**config.mk**
```make
export PLATFORM = sky130hd
export DESIGN_NAME = ahb_bridge_arbiter
export DESIGN_NICKNAME = d
export VERILOG_FILES = /design/src/rtl/ahb_bridge_arbiter.sv
export SDC_FILE = /design/constraint.sdc
export NUM_CORES = 1
export LEC_CHECK = 0
export CORE_AREA = 4 4 136 138
export CTS_CLUSTER_SIZE = 20
export DETAILED_ROUTE_END_ITERATION = 10
export DIE_AREA = 0 0 140 142
export HOLD_SLACK_MARGIN = 0.03
export SLEW_MARGIN = 0
export SYNTH_ARGS = -nofsm -noshare
export SYNTH_HDL_FRONTEND = slang
export SYNTH_SLANG_ARGS = --single-unit
```
**constraint.sdc**
```tcl
create_clock -name Hclk -period 2.36 [get_ports Hclk]
set_input_delay 0.354 -clock Hclk [delete_from_list [all_inputs] [get_ports Hclk]]
set_output_delay 0.354 -clock Hclk [all_outputs]
set_load 0.03 [all_outputs]
```
**src/rtl/ahb_bridge_arbiter.sv**
```systemverilog
// ahb_bridge_arbiter
// Round-robin arbiter sharing one AHB-to-APB bridge slave port among
// NUM_MASTERS AHB masters. Grants are one-hot and registered. The
// address-phase mux follows the registered owner. The write-data mux follows
// the data-phase owner, so a handover never cuts off a data phase already in
// flight. Each owner gets a transfer quantum while others wait, and Hlock
// overrides that quantum.
module ahb_bridge_arbiter #(
    parameter int NUM_MASTERS = 4,
    parameter int QUANTUM     = 4,
    localparam int MW         = (NUM_MASTERS > 1) ? $clog2(NUM_MASTERS) : 1
) (
    input  logic                      Hclk,
    input  logic                      Hreset,
    input  logic [NUM_MASTERS-1:0]    Hbusreq,
    input  logic [NUM_MASTERS-1:0]    Hlock,
    input  logic [2*NUM_MASTERS-1:0]  Htrans_m,
    input  logic [32*NUM_MASTERS-1:0] Haddr_m,
    input  logic [NUM_MASTERS-1:0]    Hwrite_m,
    input  logic [32*NUM_MASTERS-1:0] Hwdata_m,
    input  logic                      Hreadyout,
    output logic [NUM_MASTERS-1:0]    Hgrant,
    output logic [MW-1:0]             Hmaster,
    output logic                      Hmastlock,
    output logic [1:0]                Htrans,
    output logic [31:0]               Haddr,
    output logic                      Hwrite,
    output logic [31:0]               Hwdata
);

    typedef enum logic {
        ST_IDLE = 1'b0,
        ST_OWN  = 1'b1
    } state_t;

    localparam logic [3:0]    QUANT4   = 4'(QUANTUM);
    localparam logic [3:0]    QCNT_MAX = 4'd15;
    localparam logic [MW-1:0] LAST_IDX = MW'(NUM_MASTERS - 1);

    // Registered state
    state_t                 r_state;
    logic [NUM_MASTERS-1:0] r_hgrant;
    logic [MW-1:0]          r_hmaster;
    logic [MW-1:0]          r_hmaster_d;
    logic [MW-1:0]          r_ptr;
    logic [3:0]             r_qcnt;

    // Next-state values
    state_t                 w_state_nx;
    logic [NUM_MASTERS-1:0] w_hgrant_nx;
    logic [MW-1:0]          w_hmaster_nx;
    logic [MW-1:0]          w_hmaster_d_nx;
    logic [MW-1:0]          w_ptr_nx;
    logic [3:0]             w_qcnt_nx;

    // Helpers
    logic [1:0]             w_htrans_own;
    logic                   w_accept;
    logic [NUM_MASTERS-1:0] w_others;
    logic [MW:0]            w_pick_all;
    logic [MW:0]            w_pick_oth;
    logic [3:0]             w_qcnt_inc;

    // Round-robin scan starting at 'start'.
    // Result is {found, index}; the first set bit in scan order wins.
    function automatic logic [MW:0] f_pick(input logic [NUM_MASTERS-1:0] req,
                                           input logic [MW-1:0]          start);
        logic [MW:0]   res;
        logic [MW-1:0] w_idx;
        int            idx;
        res = '0;
        // Walk the scan order backwards so the earliest hit overwrites later ones.
        for (int i = NUM_MASTERS - 1; i >= 0; i--) begin
            idx   = (int'(start) + i) % NUM_MASTERS;
            w_idx = idx[MW-1:0];
            if (req[w_idx]) begin
                res = {1'b1, w_idx};
            end else begin
                res = res;
            end
        end
        return res;
    endfunction

    // Pointer value that follows a grant to 'w', wrapping at the last master.
    function automatic logic [MW-1:0] f_next_ptr(input logic [MW-1:0] w);
        logic [MW-1:0] res;
        if (w == LAST_IDX) begin
            res = '0;
        end else begin
            res = w + MW'(1);
        end
        return res;
    endfunction

    // One-hot grant vector for master 'w'.
    function automatic logic [NUM_MASTERS-1:0] f_onehot(input logic [MW-1:0] w);
        logic [NUM_MASTERS-1:0] res;
        res    = '0;
        res[w] = 1'b1;
        return res;
    endfunction

    // Transfer bookkeeping. A transfer is accepted when the bridge is ready
    // and the owner drives NONSEQ or SEQ. The HTRANS msb marks both of those.
    assign w_htrans_own = Htrans_m[{r_hmaster, 1'b0} +: 2];
    assign w_accept     = Hreadyout & (r_state == ST_OWN) & w_htrans_own[1];
    assign w_others     = Hbusreq & ~r_hgrant;
    assign w_pick_all   = f_pick(Hbusreq, r_ptr);
    assign w_pick_oth   = f_pick(w_others, r_ptr);
    assign w_qcnt_inc   = (r_qcnt == QCNT_MAX) ? QCNT_MAX : (r_qcnt + 4'd1);

    // Next-state decision. This logic is evaluated only on bridge-ready
    // edges; otherwise every register holds its value.
    always_comb begin
        w_state_nx     = r_state;
        w_hgrant_nx    = r_hgrant;
        w_hmaster_nx   = r_hmaster;
        w_hmaster_d_nx = r_hmaster_d;
        w_ptr_nx       = r_ptr;
        w_qcnt_nx      = r_qcnt;
        if (Hreadyout) begin
            w_hmaster_d_nx = r_hmaster;
            case (r_state)
                ST_IDLE: begin
                    if (w_pick_all[MW]) begin
                        w_state_nx   = ST_OWN;
                        w_hgrant_nx  = f_onehot(w_pick_all[MW-1:0]);
                        w_hmaster_nx = w_pick_all[MW-1:0];
                        w_ptr_nx     = f_next_ptr(w_pick_all[MW-1:0]);
                        w_qcnt_nx    = 4'd0;
                    end else begin
                        w_state_nx = ST_IDLE;
                    end
                end
                ST_OWN: begin
                    if (Hlock[r_hmaster]) begin
                        // A locked sequence keeps the bus; the count still saturates.
                        if (w_accept) begin
                            w_qcnt_nx = w_qcnt_inc;
                        end else begin
                            w_qcnt_nx = r_qcnt;
                        end
                    end else if (!Hbusreq[r_hmaster]) begin
                        // The owner lets go; hand over in the same edge when possible.
                        if (w_pick_all[MW]) begin
                            w_hgrant_nx  = f_onehot(w_pick_all[MW-1:0]);
                            w_hmaster_nx = w_pick_all[MW-1:0];
                            w_ptr_nx     = f_next_ptr(w_pick_all[MW-1:0]);
                            w_qcnt_nx    = 4'd0;
                        end else begin
                            w_state_nx  = ST_IDLE;
                            w_hgrant_nx = '0;
                            w_qcnt_nx   = 4'd0;
                        end
                    end else if (w_accept && w_pick_oth[MW] && (w_qcnt_inc >= QUANT4)) begin
                        // The quantum is used up while others wait.
                        // The >= also covers a count that ran past the quantum
                        // while this master was alone or locked.
                        w_hgrant_nx  = f_onehot(w_pick_oth[MW-1:0]);
                        w_hmaster_nx = w_pick_oth[MW-1:0];
                        w_ptr_nx     = f_next_ptr(w_pick_oth[MW-1:0]);
                        w_qcnt_nx    = 4'd0;
                    end else if (w_accept) begin
                        w_qcnt_nx = w_qcnt_inc;
                    end else begin
                        w_qcnt_nx = r_qcnt;
                    end
                end
                default: begin
                    w_state_nx  = ST_IDLE;
                    w_hgrant_nx = '0;
                    w_qcnt_nx   = 4'd0;
                end
            endcase
        end else begin
            w_state_nx = r_state;
        end
    end

    // Arbitration registers. Reset drops any grant immediately.
    always_ff @(posedge Hclk or posedge Hreset) begin
        if (Hreset) begin
            r_state     <= ST_IDLE;
            r_hgrant    <= '0;
            r_hmaster   <= '0;
            r_hmaster_d <= '0;
            r_ptr       <= '0;
            r_qcnt      <= 4'd0;
        end else begin
            r_state     <= w_state_nx;
            r_hgrant    <= w_hgrant_nx;
            r_hmaster   <= w_hmaster_nx;
            r_hmaster_d <= w_hmaster_d_nx;
            r_ptr       <= w_ptr_nx;
            r_qcnt      <= w_qcnt_nx;
        end
    end

    // Bridge-side muxes. Address-phase signals come from the registered owner
    // and are forced idle without a grant. Write data follows the data-phase
    // owner.
    assign Hgrant    = r_hgrant;
    assign Hmaster   = r_hmaster;
    assign Hmastlock = (r_state == ST_OWN) & Hlock[r_hmaster];
    assign Htrans    = (r_state == ST_OWN) ? w_htrans_own : 2'b00;
    assign Haddr     = (r_state == ST_OWN) ? Haddr_m[{r_hmaster, 5'b00000} +: 32] : 32'h0000_0000;
    assign Hwrite    = (r_state == ST_OWN) ? Hwrite_m[r_hmaster] : 1'b0;
    assign Hwdata    = Hwdata_m[{r_hmaster_d, 5'b00000} +: 32];

endmodule

```
Word-level counts from Yosys, hierarchy flattened. Cells that the tools add are included.

Flip-flop bits (word level): 15. Input port bits: 279. Logic and storage cells: 110.

$add $sub $neg: 6. Magnitude comparators: 10. Equal/unequal tests: 6. Shift operators: 3. Mux-type cells: 66. Bitwise operators: 6. Reductions and logical operators: 7.

Operator list (number): 128-bit by 8-bit indexed part select with 32-bit output (2); 4-bit two-way mux (11); 32-bit two-way mux (1); 3-bit two-way mux (8); 1-bit binary-select mux with 2-bit select (11); 2-bit two-way mux (11); 2-bit by 3-bit less-than comparator with 1-bit output (second input constant) (7); 1-bit two-way mux (17); 4-bit one-hot mux with 2 select lines (2); 2-bit one-hot mux with 2 select lines (2); 8-bit by 4-bit indexed part select with 2-bit output (1); 2-bit by 1-bit adder with 2-bit output (second input constant) (3); 2-bit adder (second input constant) (2); 4-bit by 1-bit adder with 4-bit output (second input constant) (1); 4-bit bitwise AND (1); 1-bit demux with 2-bit select (2); 2-bit == test (second input constant) (2); 4-bit == test (second input constant) (1); 2-bit by 1-bit greater-or-equal comparator with 1-bit output (second input constant) (2); 4-bit by 3-bit greater-or-equal comparator with 1-bit output (second input constant) (1); 1-bit logical AND (4); 2-bit != test (second input constant) (2); 4-bit inverter (1); 4-bit AND reduction (1); 6 further kinds (8).

Longest topological paths before layout.
Depth after elaboration: 16. Gate-level depth with buffers: 9. Depth with buffers taken out: 8.

Worst setup path before layout. OpenSTA, ideal clock, no wires.

Path kind: reg-to-reg. From: register r_hmaster[1], in the netlist Hmaster[1]. To: register r_hgrant[0], in the netlist Hgrant[0]. Library setup time: 0.125 ns. Arrival time: 2.323 ns. Path slack: -0.087 ns. Cell stages (with the launch flop): 7. Cells stage by stage: dfrtp_1 -> buf_2 -> mux4_2 -> and2_1 -> nand2b_4 -> a221oi_4 -> mux2_2.

Cells in the longest elaborated chain, start to end: 6. Elaborated cells on any way between the ends: 14. Those cells by class: eq/ne (2); shift (1); mux (7); bitwise (1); reduce/logical (3).

RTL lines: start: declaration (line 43) `logic [MW-1:0] r_hmaster;`; start signal: assignment (line 193) `r_hmaster <= w_hmaster_nx;`; 8-bit by 4-bit indexed part select with 2-bit output (line 106) `assign w_htrans_own = Htrans_m[{r_hmaster, 1'b0} +: 2];`; 1-bit bitwise AND (line 107) `assign w_accept = Hreadyout & (r_state == ST_OWN) & w_htrans_own[1];`; 1-bit logical AND (2 in series) (line 156) `end else if (w_accept && w_pick_oth[MW] && (w_qcnt_inc >= QUANT4)) begin`; 3-bit by 2-bit != test with 1-bit output (no source line); 4-bit AND reduction (no source line); end signal: assignment (line 192) `r_hgrant <= w_hgrant_nx;`; end: declaration (line 42) `logic [NUM_MASTERS-1:0] r_hgrant;`.

Parallel ways exist; a longest one is shown, timed or not. The select of a mux whose other input is x is not followed. A chain may end at the register's enable or synchronous reset.

Final worst setup path.
From: register r_hmaster[0], in the netlist Hmaster[0]. To: output port Htrans[0].

Cells in the longest elaborated chain, start to end: 2.

RTL lines: 8-bit by 4-bit indexed part select with 2-bit output (line 106); 2-bit two-way mux (line 206) `assign Htrans = (r_state == ST_OWN) ? w_htrans_own : 2'b00;`; end: declaration (line 25) `output logic [1:0] Htrans,`.

No other way between the ends.

==> summary.txt <==
Yosys
  – Main flop type after synthesis: dfrtp_1
  – Syn nets: about 530
  – Post-synthesis sequential element count: 15
  – Ys async rst share: 100%
  – Mapped Cells: about 240
  – Post-synth EDFFs: 0
  – Cell Area, Synth: approximately 3000 µm²
  – Post-synthesis sequential area ratio: between 10% and 20%
  – Ys Warns: 0
  – Avg Inst Size Synth: 12.3 µm²
  – Cell variety after synth: 41

Route
  – DR pass1 iterations: 6
  – Residual DRC: 0
  – Initial DRC count: 93
  – Via count: 3769
  – Final WL: ~17000 µm
  – DR vias/cell: roughly 4.5
  – Number of nets still failing antenna checks after routing: 0
  – Wire length per cell: 20.5 µm

STA
  – Minimum clock period: 2.31 ns
  – Period utilization: 97.8%
  – Relative slew margins: 61.8%
  – Clock skew: between 0.0009 and 0.001 ns
  – FMAX: 433 MHz
  – Setup ws final: around 0.052 ns
  – Final hold vios: 0
  – Fin. max-slew vios: 0
  – Hold_ws: 0.489 ns
  – Actual slew at the worst max-slew pin: 0.573 ns
  – Final setup fails: 0
  – RSZ-0062 raised after global routing: yes

Place
  – Setup WS pre-CTS: -0.168 ns
  – Port-buffer cells: 352
  – DP HPWL: around 15000 µm
  – Placed Instances: 826
  – Final Wtd Congestion: 0.930

Power
  – Int Power: 0.00363 W
  – Pwr dens: between 1000 and 1500 nW/µm²
  – Comb power frac: approximately 88%
  – LEAKAGE: approximately 2.7 nW
  – Clk pwr share: 4.6%
  – Seq pwr share: slightly below 8%
  – Switching power: approximately 0.0034 W
  – Peak supply drop: 539 µV
  – Final Power: 0.00700 W
  – Sw Ratio: 48.1%

Global route
  – Largest net degree at the start of global routing: 37
  – Initial antenna violation count: 4
  – M1 GR Usage: ~16%
  – GRT Util Overall: 15.8%
  – Global-route wire length before repair: around 24000 µm
  – GRT met2 Usage: 31.0%
  – GR Overflow Total: 0
  – Vias in the first global route: 4183
  – Met3 Resource Use GR: 3.86%
  – Busiest grt layer: met2

Floorplanning
  – Die area: 19900 µm²
  – Core region area: 17200 µm²
  – I/O pins: approximately 350
  – Row count: 48
  – Initial Util: 17.4%
  – Die height: 142 µm
  – Die Width: 140 µm

Critical path
  – CP Data Required Time: 2.01 ns
  – CP Class: register to primary output
  – Worst setup SP type: register
  – CP Max Fanout: 26
  – Critical-path cell list: buf_12 -> mux4_2 -> and2_1 -> dlygate4sd2_1
  – Cell class contributing the biggest share of worst-path delay: buffers and inverters
  – Critical Path End Type: primary output
  – Data arrival time of the worst path: 1.95 ns
  – Slowest cell on crit path: mux4_2
  – Buf/Inv on CP: 2
  – Crit path largest cell delay: slightly above 0.5 ns

Cells and area
  – Non-filler cells in the finished layout: 835
  – Synth-to-Final Area Change: 132%
  – Layout cell share with drive strength beyond 1: 27.7%
  – Layout fillers: 1644
  – Commonest non-fill, non-tap cell in the layout: clkdlybuf4s50_1
  – Final design utilization: around two fifths
  – Final nets: about 900
  – Most frequent cells in the layout: clkdlybuf4s50_1, mux4_2, buf_4

Clock tree
  – CTS Hold Bufs: 0
  – Later-pin clock latency in the skew report: approximately 0.24 ns
  – Reg clk slew, reported paths: 0.05 ns
  – TritonCTS clock tree: done
  – Root Driver: clkbuf_16
  – Cts bufs inserted: 3
  – Maximum clock path buffer count: 2
  – CTS H-tree depth: 1
  – CTS sink cnt: 15

Hold path
  – Hold Path Class: input port to async pin

Status
  – Outcome: completed

Run
  – Max cap viols: 0
## metrics by stage
step                setup TNS [ns]  area, µm²
global route                -0.123       6960
CTS                              0       6970
floorplan                        0       3000
global placement            -0.733       6920
detailed placement           -1.22       6920
finish                           0       6960
## what timing repair did
action / CTS / global route
pin swaps: 0 / 0
buffers inserted: 0 / 1
setup endpoints to repair: 25 / 20
resized for setup: 26 / 22
## power groups by stage
stage,Clock (W),Combinational [W],Sequential (W)
finish,0.000325,0.00612,0.000551
global route,0.000348,0.00650,0.000574
CTS,0.000335,0.00623,0.000555
detailed placement,0,0.00638,0.000553
global placement,0,0.00633,0.000547
floorplan,0,0.00381,0.000535
## per-layer routing
| metal | share of wire, % | wire (µm) |
|---|---|---|
| met5 | 0 | 0 |
| met4 | 2.0 | 349 |
| met3 | 8.3 | 1430 |
| met2 | 55 | 9500 |
| met1 | 34 | 5860 |
## kinds of logic after synthesis
logic type      share of synthesized area, %
mux                                     54.4
buf+inv                                 4.81
simple gates                            15.2
compound gates                          9.32
flops                                   12.5
fa+ha+maj                               3.76
## layout make-up
type                            count  area [µm²]  share of cell area, %
Timing Repair Buffer              381        3690                   53.0
Multi-Input combinational cell    194        2470                   35.6
Sequential cell                    15         382                   5.48
Tap cell                          225         282                   4.05
Clock buffer                        4        78.8                   1.13
Inverter                           12        45.0                  0.647
Antenna cell                        4        10.0                  0.144
## registers in the layout, indices dropped and copies added, names as in the netlist
register     flops
r_ptr            2
r_hmaster_d      2
r_qcnt           4
Hgrant           4
r_state          1
Hmaster          2
## final timing paths
kind / cells after the start / slack (ns) / to / from
max in group asynchronous: 2 / 1.44 / Hmaster[1] / Hreset
setup reg to reg: 6 / 0.08 / Hgrant[1] / Hmaster[0]
setup / recovery: 4 / 0.05 / Htrans[0] / Hmaster[0]
hold reg to reg: 1 / 0.51 / r_hmaster_d[1] / r_hmaster_d[1]
min in group Hclk: 1 / 0.51 / r_hmaster_d[1] / r_hmaster_d[1]
hold / removal: 2 / 0.49 / r_qcnt[0] / Hreset
## cell usage after synthesis (5+ instances only)
library cell | n | share of area (%)
nand2b_1 | 5 | 1.0
clkbuf_1 | 11 | 1.4
a22o_1 | 5 | 1.5
o21ai_0 | 7 | 1.2
ha_1 | 9 | 3.8
nand2_1 | 5 | 0.63
nor2b_1 | 5 | 1.0
dfrtp_1 | 15 | 13
mux4_2 | 68 | 51
inv_1 | 12 | 1.5
buf_2 | 7 | 1.2
mux2_2 | 6 | 2.3
and2_1 | 37 | 7.7
nor2_1 | 6 | 0.75
(Power assumes the default switching activity.)
